File: src/rtl/mul_datapath_pkg.sv
// Shared definitions for the repeated-addition multiplier:
// default width, control-strobe bundle order and FSM state constants.
package mul_datapath_pkg;

    localparam int DEF_WIDTH = 8;

    // Strobe bit order {ld_a, ld_b, ld_p, dec, clr}
    localparam int CTL_LD_A = 4;
    localparam int CTL_LD_B = 3;
    localparam int CTL_LD_P = 2;
    localparam int CTL_DEC  = 1;
    localparam int CTL_CLR  = 0;
    localparam int CTL_BITS = 5;

    typedef struct packed {
        logic ld_a;
        logic ld_b;
        logic ld_p;
        logic dec;
        logic clr;
    } ctrl_t;

    typedef enum logic [2:0] {
        S0 = 3'd0,
        S1 = 3'd1,
        S2 = 3'd2,
        S3 = 3'd3,
        S4 = 3'd4
    } state_t;

    function automatic logic proto_viol(ctrl_t c, logic uflow);
        return uflow | (c.ld_b & c.dec) | (c.clr & c.ld_p);
    endfunction

endpackage

File: src/rtl/mul_datapath_if.sv
// Control/status bundle between the multiplier FSM (master)
// and its datapath (slave).
interface mul_datapath_if
    import mul_datapath_pkg::*;
#(
    parameter int W = DEF_WIDTH
);
    logic [W-1:0]   data_in;
    logic           ld_a;
    logic           ld_b;
    logic           ld_p;
    logic           dec;
    logic           clr;
    logic           eqz;
    logic [2*W-1:0] product;
    logic           ovf;
    logic           proto_err;

    modport master (
        output data_in, ld_a, ld_b, ld_p, dec, clr,
        input  eqz, product, ovf, proto_err
    );

    modport slave (
        input  data_in, ld_a, ld_b, ld_p, dec, clr,
        output eqz, product, ovf, proto_err
    );
endinterface

File: src/rtl/mul_down_counter.sv
// Loadable down-counter that saturates at zero; flags a decrement
// requested while already at zero.
module mul_down_counter #(
    parameter int W = 8
) (
    input  logic         clk,
    input  logic         rst,
    input  logic         ld,
    input  logic         dec,
    input  logic [W-1:0] din,
    output logic [W-1:0] q,
    output logic         zero,
    output logic         underflow_attempt
);
    logic [W-1:0] cnt_q;

    assign q                 = cnt_q;
    assign zero              = (cnt_q == '0);
    assign underflow_attempt = dec & ~ld & zero;

    always_ff @(posedge clk) begin
        if (!rst) begin
            cnt_q <= '0;
        end else if (ld) begin
            cnt_q <= din;
        end else if (dec && !zero) begin
            cnt_q <= cnt_q - 1'b1;
        end
    end
endmodule

File: src/rtl/mul_datapath.sv
// Datapath of the repeated-addition multiplier: multiplicand A,
// down-counter B and 2W-bit accumulator P with sticky status flags.
module mul_datapath
    import mul_datapath_pkg::*;
#(
    parameter int WIDTH = DEF_WIDTH
) (
    input  logic          clk,
    input  logic          rst,
    mul_datapath_if.slave bus
);
    logic [WIDTH-1:0]   a_q;
    logic [2*WIDTH-1:0] p_q;
    logic               ovf_q;
    logic               perr_q;
    logic [WIDTH-1:0]   b_q;
    logic               b_zero;
    logic               b_uflow;
    logic [2*WIDTH:0]   sum;
    ctrl_t              ctl;

    assign ctl = '{
        ld_a: bus.ld_a,
        ld_b: bus.ld_b,
        ld_p: bus.ld_p,
        dec:  bus.dec,
        clr:  bus.clr
    };

    // Extra top bit captures the carry-out of the 2W-bit add
    assign sum = {1'b0, p_q} + {{(WIDTH+1){1'b0}}, a_q};

    mul_down_counter #(
        .W(WIDTH)
    ) u_b_cnt (
        .clk               (clk),
        .rst               (rst),
        .ld                (ctl.ld_b),
        .dec               (ctl.dec),
        .din               (bus.data_in),
        .q                 (b_q),
        .zero              (b_zero),
        .underflow_attempt (b_uflow)
    );

    always_ff @(posedge clk) begin
        if (!rst) begin
            a_q    <= '0;
            p_q    <= '0;
            ovf_q  <= 1'b0;
            perr_q <= 1'b0;
        end else begin
            if (ctl.ld_a) begin
                a_q <= bus.data_in;
            end
            if (ctl.clr) begin
                p_q   <= '0;
                ovf_q <= 1'b0;
            end else if (ctl.ld_p) begin
                p_q   <= sum[2*WIDTH-1:0];
                ovf_q <= ovf_q | sum[2*WIDTH];
            end
            if (proto_viol(ctl, b_uflow)) begin
                perr_q <= 1'b1;
            end
        end
    end

    assign bus.eqz       = (b_q == '0) & b_zero;
    assign bus.product   = p_q;
    assign bus.ovf       = ovf_q;
    assign bus.proto_err = perr_q;
endmodule

File: src/flat_wrapper.sv
// flat-port wrapper written by rule: the top's interface ports become plain ports
module mul_datapath_flat import mul_datapath_pkg::*;
#(
    parameter int WIDTH = DEF_WIDTH
)
  (clk, rst, bus_data_in, bus_ld_a, bus_ld_b, bus_ld_p, bus_dec, bus_clr, bus_eqz, bus_product, bus_ovf, bus_proto_err);
  mul_datapath_if #(.W((8))) bus_i ();
  input  logic clk;
  input  logic rst;
  input wire logic [$bits(bus_i.data_in)-1:0] bus_data_in;
  input wire logic [$bits(bus_i.ld_a)-1:0] bus_ld_a;
  input wire logic [$bits(bus_i.ld_b)-1:0] bus_ld_b;
  input wire logic [$bits(bus_i.ld_p)-1:0] bus_ld_p;
  input wire logic [$bits(bus_i.dec)-1:0] bus_dec;
  input wire logic [$bits(bus_i.clr)-1:0] bus_clr;
  output wire logic [$bits(bus_i.eqz)-1:0] bus_eqz;
  output wire logic [$bits(bus_i.product)-1:0] bus_product;
  output wire logic [$bits(bus_i.ovf)-1:0] bus_ovf;
  output wire logic [$bits(bus_i.proto_err)-1:0] bus_proto_err;
  assign bus_i.data_in = bus_data_in;
  assign bus_i.ld_a = bus_ld_a;
  assign bus_i.ld_b = bus_ld_b;
  assign bus_i.ld_p = bus_ld_p;
  assign bus_i.dec = bus_dec;
  assign bus_i.clr = bus_clr;
  assign bus_eqz = bus_i.eqz;
  assign bus_product = bus_i.product;
  assign bus_ovf = bus_i.ovf;
  assign bus_proto_err = bus_i.proto_err;
  mul_datapath #(.WIDTH(WIDTH)) u_core (.clk(clk), .rst(rst), .bus(bus_i));
endmodule
File: config.mk
export PLATFORM = sky130hd
export DESIGN_NAME = mul_datapath_flat
export DESIGN_NICKNAME = d
export VERILOG_FILES = /design/src/rtl/mul_datapath_pkg.sv /design/src/rtl/mul_datapath_if.sv /design/src/rtl/mul_down_counter.sv /design/src/rtl/mul_datapath.sv /design/src/flat_wrapper.sv
export SDC_FILE = /design/constraint.sdc
export NUM_CORES = 1
export LEC_CHECK = 0
export CORE_AREA = 2 2 69 71
export DETAILED_ROUTE_END_ITERATION = 6
export DIE_AREA = 0 0 71 73
export PLACE_DENSITY_LB_ADDON = 0.3
export SKIP_LAST_GASP = 1
export SYNTH_ARGS = -nofsm -noshare
export SYNTH_HDL_FRONTEND = slang
export SYNTH_HIERARCHICAL = 1
export SYNTH_SLANG_ARGS = --single-unit
File: constraint.sdc
create_clock -name clk -period 2.5 [get_ports clk]
set_input_delay 0.25 -clock clk [delete_from_list [all_inputs] [get_ports clk]]
set_output_delay 0.25 -clock clk [all_outputs]
set_load 0.02 [all_outputs]
==> results of run 1 <==
-- logic make-up after synthesis --
kind of cell	Yosys count	share of synthesized area
multiplexers	14	0.0726
buffers and inverters	13	0.0298
flip-flops	34	0.353
AND/OR/NAND/NOR	71	0.208
adder cells (fa/ha/maj)	11	0.0752
AO/OA/AOI/OAI	55	0.211
XOR/XNOR	11	0.0499
-- layer usage --
| layer | routed length [um] | part of all wire |
|---|---|---|
| met1 | 2070 | 0.46 |
| met2 | 2160 | 0.48 |
| met3 | 213 | 0.048 |
| met4 | 36 | 0.0080 |
| met5 | 0 | 0 |
-- final cells by class --
class	instances	area, um^2
fillers	436	2110
multi-input cells	162	1200
flip-flops and latches	34	681
repair buffers	38	367
clock buffers	7	86.3
well taps	54	67.6
inverters	7	26.3
clock inverters	1	5.00
-- timing repair --
action                                  4_1_cts  5_1_grt
cloned                                        0        0
endpoints found under the setup margin        1        1
buffers inserted                              0        0
gates resized for setup                       1        1
-- state kept, by name, summed over array words and instances (netlist names) --
signal	flops
u_core/bus.ovf	1
u_core/bus.product	16
u_core/a_q	8
u_core/u_b_cnt/q	8
u_core/bus.proto_err	1
-- worst max-delay path: stages, from the launching register on --
cell and delay (ns):
dfxtp_1 0.35, inv_1 0.13, ha_1 0.17, nor3b_2 0.20, and2_1 0.22, nand3b_1 0.09, nor4_1 0.20, dlygate4sd2_1 0.37
-- path summary, 6_finish.rpt --
path                                  to  slack (ns)
setup / recovery                 bus_eqz        0.23
hold / removal            u_core/bus.ovf        0.48
setup reg to reg  u_core/bus.product[14]        0.41
hold reg to reg           u_core/bus.ovf        0.48
-- layout by cell type, fill, tap and decap left out, drive strengths merged, types with 3 or more instances in the layout --
cell	n
xor2	6
a21oi	12
clkbuf	7
o21ai	14
nor3	3
inv	6
clkdlybuf4s50	32
nor2	16
dfxtp	34
mux2i	14
nand2	13
nor4	3
ha	10
nand2b	5
nand3	9
nor2b	9
a21boi	3
buf	5
a211oi	3
a31oi	3
o211ai	5
xnor2	5
a21o	3
-- through the flow --
step | area, um^2 | setup slack [ns] | std cells
finish | 2430 | 0.233 | 303
global route | 2430 | 0.0909 | 303
CTS | 2420 | 0.131 | 303
detailed placement | 2330 | 0.146 | 295
global placement | 2330 | 0.251 | 295
floorplan | 1930 | 0.384 | 209
-- cell usage after synthesis, types with 4 or more instances --
library cell / number
xnor2_1: 5
a21oi_1: 12
ha_1: 10
mux2i_1: 14
nand2_1: 13
o21ai_0: 13
nand2b_1: 5
dfxtp_1: 34
inv_1: 6
nor2_1: 16
clkbuf_1: 4
xor2_1: 6
nor2b_1: 9
nand3_1: 9
-- where the power goes --
part / switching, mW / leakage [nW] / total [mW] / internal [mW]
registers: 0.0291 / 0.278 / 0.594 / 0.565
clock network: 0.204 / 0.0482 / 0.426 / 0.222
logic: 0.109 / 0.618 / 0.214 / 0.106
total: 0.341 / 0.945 / 1.23 / 0.893
==> run metrics, run 1 <==
outcome=finished clean; Peak supply drop=approximately 290 uV; number of synthesized flops with an enable pin=0; HPWL after detailed placement=3.29 mm; ANT nets after route=0; drt first pass iters=4; Final Hold Slack=0.478 ns; CTS H-tree depth=2; largest net degree at the start of global routing=19; largest cells by area after synthesis=dfxtp_1 (35%), mux2i_1 (7.3%), ha_1 (6.5%); hold path cells=1; Worst Path Max Fanout=4; Synth Register Bits=34; main flop type after synthesis=dfxtp_1; maximum clock frequency=0.441 GHz; Die Ht=around 73 um; WP data arrival=2.02 ns; total number of vias=between 1500 and 2000; Initial Util=0.425; Syn Inst Count=209; Final period util=0.907; Final Critical Period=around 2.3 ns; required time of the critical path=around 2.3 ns; reg2reg path depth=7; min-delay worst type=register to register; I/O pins=34; Setup violations, final=0; GRT met3 Usage=0.0359; Setup crit end kind=primary output; met1 GRT Util=0.241; clk_lat worst skew=0.29 ns; MaxCap Viol Count=0; Routed WL=around 4.5 mm; worst slew pin tran=between 0.4 and 0.5 ns; Netlist cell types=51; GR met2 Demand/Resource=0.318; Mapped Area=1930 um^2; crit path launch=u_core/u_b_cnt/q[0]; Clock transition at path regs=approximately 0.070 ns; WS Path Type=register to primary output; residual DRC count=0; Final #Nets=about 270; diode count=0; Total GRT Usage=0.191; fin. max-slew vios=0; vias in the first global route=roughly 1600; Post-synth ARST share=0; Most Used Layer, Global Route=met2; sequential-to-total area share from yosys stat=0.353; Hold Startpoint=u_core/bus.ovf; CTS tree=yes; CTS root buffer=clkbuf_8; Startpoint Class=register; Setup TNS Final=0 ns; Lkg Pwr=0.945 nW; Vias/cell=5.45; syn nets=around 240; Yosys top cell by area=dfxtp_1; relative slew slack=0.674; power per cell area=508 nW/um^2; final hold viol count=0; Design Power=between 1 and 1.5 mW; hold buffer count at CTS=0; Final Core Density=0.535; Synth-to-Final Area Change=25.9%; Die Wd=between 70 and 80 um; CTS buffer count=5; top cell type's share of synthesized area=0.353; first-pass GRT wire length=7.75 mm; Port Buffers=33; synthesized area per cell=9.23 um^2; YS warnings=6; core box area=between 4000 and 5000 um^2; RSZ-0062 raised after global routing=no; clock tree buffer depth=2; row cnt=25; Wirelength per Cell=approximately 15 um; Initial DRC Count=72; initial antenna violation count=0; global route total overflow=0; clock skew=between 0.004 and 0.005 ns; clock sinks=34; worst r2r src=u_core/bus.product[0]; share of layout cells above drive strength 1=0.0964; Die ar.=around 5200 um^2; GPL Wtd Cong=between 0.9 and 1
Note: power is estimated with default switching activity, not from simulation.
==> run 2, diff against run 1 <==
--- a/config.mk
+++ b/config.mk
@@ -6,10 +6,12 @@
 export NUM_CORES = 1
 export LEC_CHECK = 0
 export CORE_AREA = 2 2 69 71
+export CTS_CLUSTER_SIZE = 12
 export DETAILED_ROUTE_END_ITERATION = 6
 export DIE_AREA = 0 0 71 73
 export PLACE_DENSITY_LB_ADDON = 0.3
 export SKIP_LAST_GASP = 1
+export SLEW_MARGIN = 20
 export SYNTH_ARGS = -nofsm -noshare
 export SYNTH_HDL_FRONTEND = slang
 export SYNTH_HIERARCHICAL = 1
==> results of run 2 <==
Same layout as run 1: the final DEF is identical, and so are final timing and power.
==> run 3, diff against run 2 <==
--- a/config.mk
+++ b/config.mk
@@ -5,10 +5,10 @@
 export SDC_FILE = /design/constraint.sdc
 export NUM_CORES = 1
 export LEC_CHECK = 0
-export CORE_AREA = 2 2 69 71
+export CORE_AREA = 2 2 64 66
 export CTS_CLUSTER_SIZE = 12
 export DETAILED_ROUTE_END_ITERATION = 6
-export DIE_AREA = 0 0 71 73
+export DIE_AREA = 0 0 66 68
 export PLACE_DENSITY_LB_ADDON = 0.3
 export SKIP_LAST_GASP = 1
 export SLEW_MARGIN = 20
==> run metrics, run 3 (synthesis results as in run 1) <==
RSZ-0062 raised after global routing=no (unchanged); total number of vias=1635 (was 1652); reg2reg path depth=7 (unchanged); drt first pass iters=4 (unchanged); row cnt=23 (was 25); Initial DRC Count=45 (was 72); Placed Area=2340 um^2 (was 2330 um^2); Lkg Pwr=0.957 nW (was 0.945 nW); area of the multi-input gates=1190 um^2 (was 1200 um^2); outcome=finished clean (unchanged); initial antenna violation count=0 (unchanged); Initial Util=0.500 (was 0.425); Final period util=0.918 (was 0.907); clk_lat worst skew=0.28 ns (was 0.29 ns); clock skew=0.00477 ns (was 0.00480 ns); maximum clock frequency=0.436 GHz (was 0.441 GHz); I/O pins=34 (unchanged); required time of the critical path=2.25 ns (about the same); ANT nets after route=0 (unchanged); post-route cell area=2440 um^2 (was 2430 um^2); first-pass GRT wire length=6.60 mm (was 7.75 mm); clock sinks=34 (unchanged); CTS tree=yes (unchanged); share of layout cells above drive strength 1=0.100 (was 0.0964); fin. max-slew vios=0 (unchanged); Routed WL=4.31 mm (was 4.48 mm); Clock transition at path regs=0.07 ns (about the same); max reg flops=16 (unchanged); Final Critical Period=2.29 ns (was 2.27 ns); hold path cells=1 (unchanged); final hold viol count=0 (unchanged); worst r2r src=u_core/bus.product[0] (unchanged); Peak supply drop=442 uV (was 285 uV); Final Core Density=0.634 (was 0.535); CTS buffer count=5 (unchanged); dpl cells=292 (was 295); Finished Layout Cells=300 (was 303); worst slew pin tran=0.458 ns (was 0.489 ns); GPL Wtd Cong=0.826 (was 0.914); core box area=3860 um^2 (was 4540 um^2); Setup violations, final=0 (unchanged); fillers=348 (was 436); Final #Nets=275 (was 274); MaxCap Viol Count=0 (unchanged); Worst Hold Path EP=u_core/bus.ovf (unchanged); Startpoint Class=register (unchanged); Setup crit end kind=primary output (unchanged); Synth-to-Final Area Change=26.7% (was 25.9%); diode count=0 (unchanged); clock tree buffer depth=2 (unchanged); WS Path Type=register to primary output (unchanged); Reg area=681 um^2 (unchanged); Port Buffers=33 (unchanged); min-delay worst type=register to register (unchanged); power per cell area=524 nW/um^2 (was 508 nW/um^2); Wirelength per Cell=14.4 um (was 14.8 um); residual DRC count=0 (unchanged); most common cell after layout, fill and taps aside=dfxtp_1 (unchanged); WP data arrival=2.04 ns (was 2.02 ns); Die Ht=68 um (was 73 um); CTS root buffer=clkbuf_8 (unchanged); Hold Startpoint=u_core/bus.ovf (unchanged); most frequent cells in the layout=dfxtp_1 (34), clkdlybuf4s50_1 (32), nor2_1 (16), mux2i_1 (14) (unchanged); Total GRT Usage=0.195 (was 0.191); Die Wd=66 um (was 71 um); relative slew slack=0.695 (was 0.674); Vias/cell=5.45 (about the same); Setup TNS Final=0 ns (unchanged); global route total overflow=0 (unchanged); CTS H-tree depth=2 (unchanged); reg2reg end=u_core/bus.product[14] (unchanged); Worst Path Max Fanout=4 (unchanged); Die ar.=4490 um^2 (was 5180 um^2); largest net degree at the start of global routing=18 (was 19); HPWL after detailed placement=3.22 mm (was 3.29 mm); vias in the first global route=1432 (was 1625); FF-to-FF setup slack=0.41 ns (about the same)
run 3: cell count changes in the layout (fill, tap and decap cells not counted):
cell | before | now
dlygate4sd2_1 | 1 | 0
clkbuf_8 | 6 | 8
dlygate4sd1_1 | 0 | 1
nor3b_2 | 1 | 0
buf_4 | 5 | 6
clkinv_2 | 1 | 0
nor3b_1 | 1 | 2
clkbuf_1 | 1 | 0
run 3: stage by stage:
stage | setup WS (ns) | hold WS [ns] | total power [mW]
after floorplan | 0.384 | 0.383 | 0.741
after global placement | 0.311 | 0.450 | 0.817
after detailed placement | 0.178 | 0.465 | 0.822
after CTS | 0.162 | 0.481 | 1.29
after global routing | 0.00918 | 0.504 | 1.34
final | 0.205 | 0.478 | 1.28
run 3: report_power, final:
group / internal [mW] / switching (mW)
Clock: 0.278 / 0.191
Sequential: 0.565 / 0.0288
Combinational: 0.108 / 0.109
Total: 0.951 / 0.329
run 3: how the worst max path moves through the flow:
stage | startpoint | to | slack (ns) | cells past startpoint
2_1_floorplan | u_core/u_b_cnt/q[0] | bus_eqz | 0.38 | 6
3_5_place_dp | u_core/u_b_cnt/q[0] | bus_eqz | 0.18 | 7
3_3_place_gp | u_core/u_b_cnt/q[0] | bus_eqz | 0.31 | 7
6_report | u_core/u_b_cnt/q[0] | bus_eqz | 0.21 | 7
4_1_cts | u_core/u_b_cnt/q[0] | bus_eqz | 0.16 | 7
5_1_grt | u_core/u_b_cnt/q[0] | bus_eqz | 0.009 | 7
run 3: routing by layer:
metal / track usage / vias up / wire length (um) / share of wire
li1: - / 836 / - / -
met1: 0.244 / 750 / 2000 / 0.46
met2: 0.346 / 45 / 2090 / 0.48
met3: 0.0444 / 4 / 195 / 0.045
met4: 0.0383 / 0 / 31 / 0.0072
met5: 0 / - / 0 / 0
run 3: timing repair:
| item | 4_1_cts | 5_1_grt |
|---|---|---|
| gates resized for setup | 1 | 2 |
| buffers inserted | 0 | 0 |
| hold buffers | 0 | 0 |
| pin swaps | 0 | 0 |
| setup endpoints to repair | 1 | 1 |
run 3: layout make-up:
type | count | share of cell area
inverter | 7 | 0.0107
sequential | 34 | 0.278
timing repair buffer | 39 | 0.153
multi-input combinational | 162 | 0.487
clock buffer | 8 | 0.0450
tap | 50 | 0.0256
run 3: critical path, cell delays in order (launching register included):
cell	delay (ns)
dfxtp_1	0.34
inv_1	0.12
ha_1	0.20
nor3b_1	0.26
and2_1	0.25
nand3b_1	0.09
nor4_1	0.17
dlygate4sd1_1	0.34
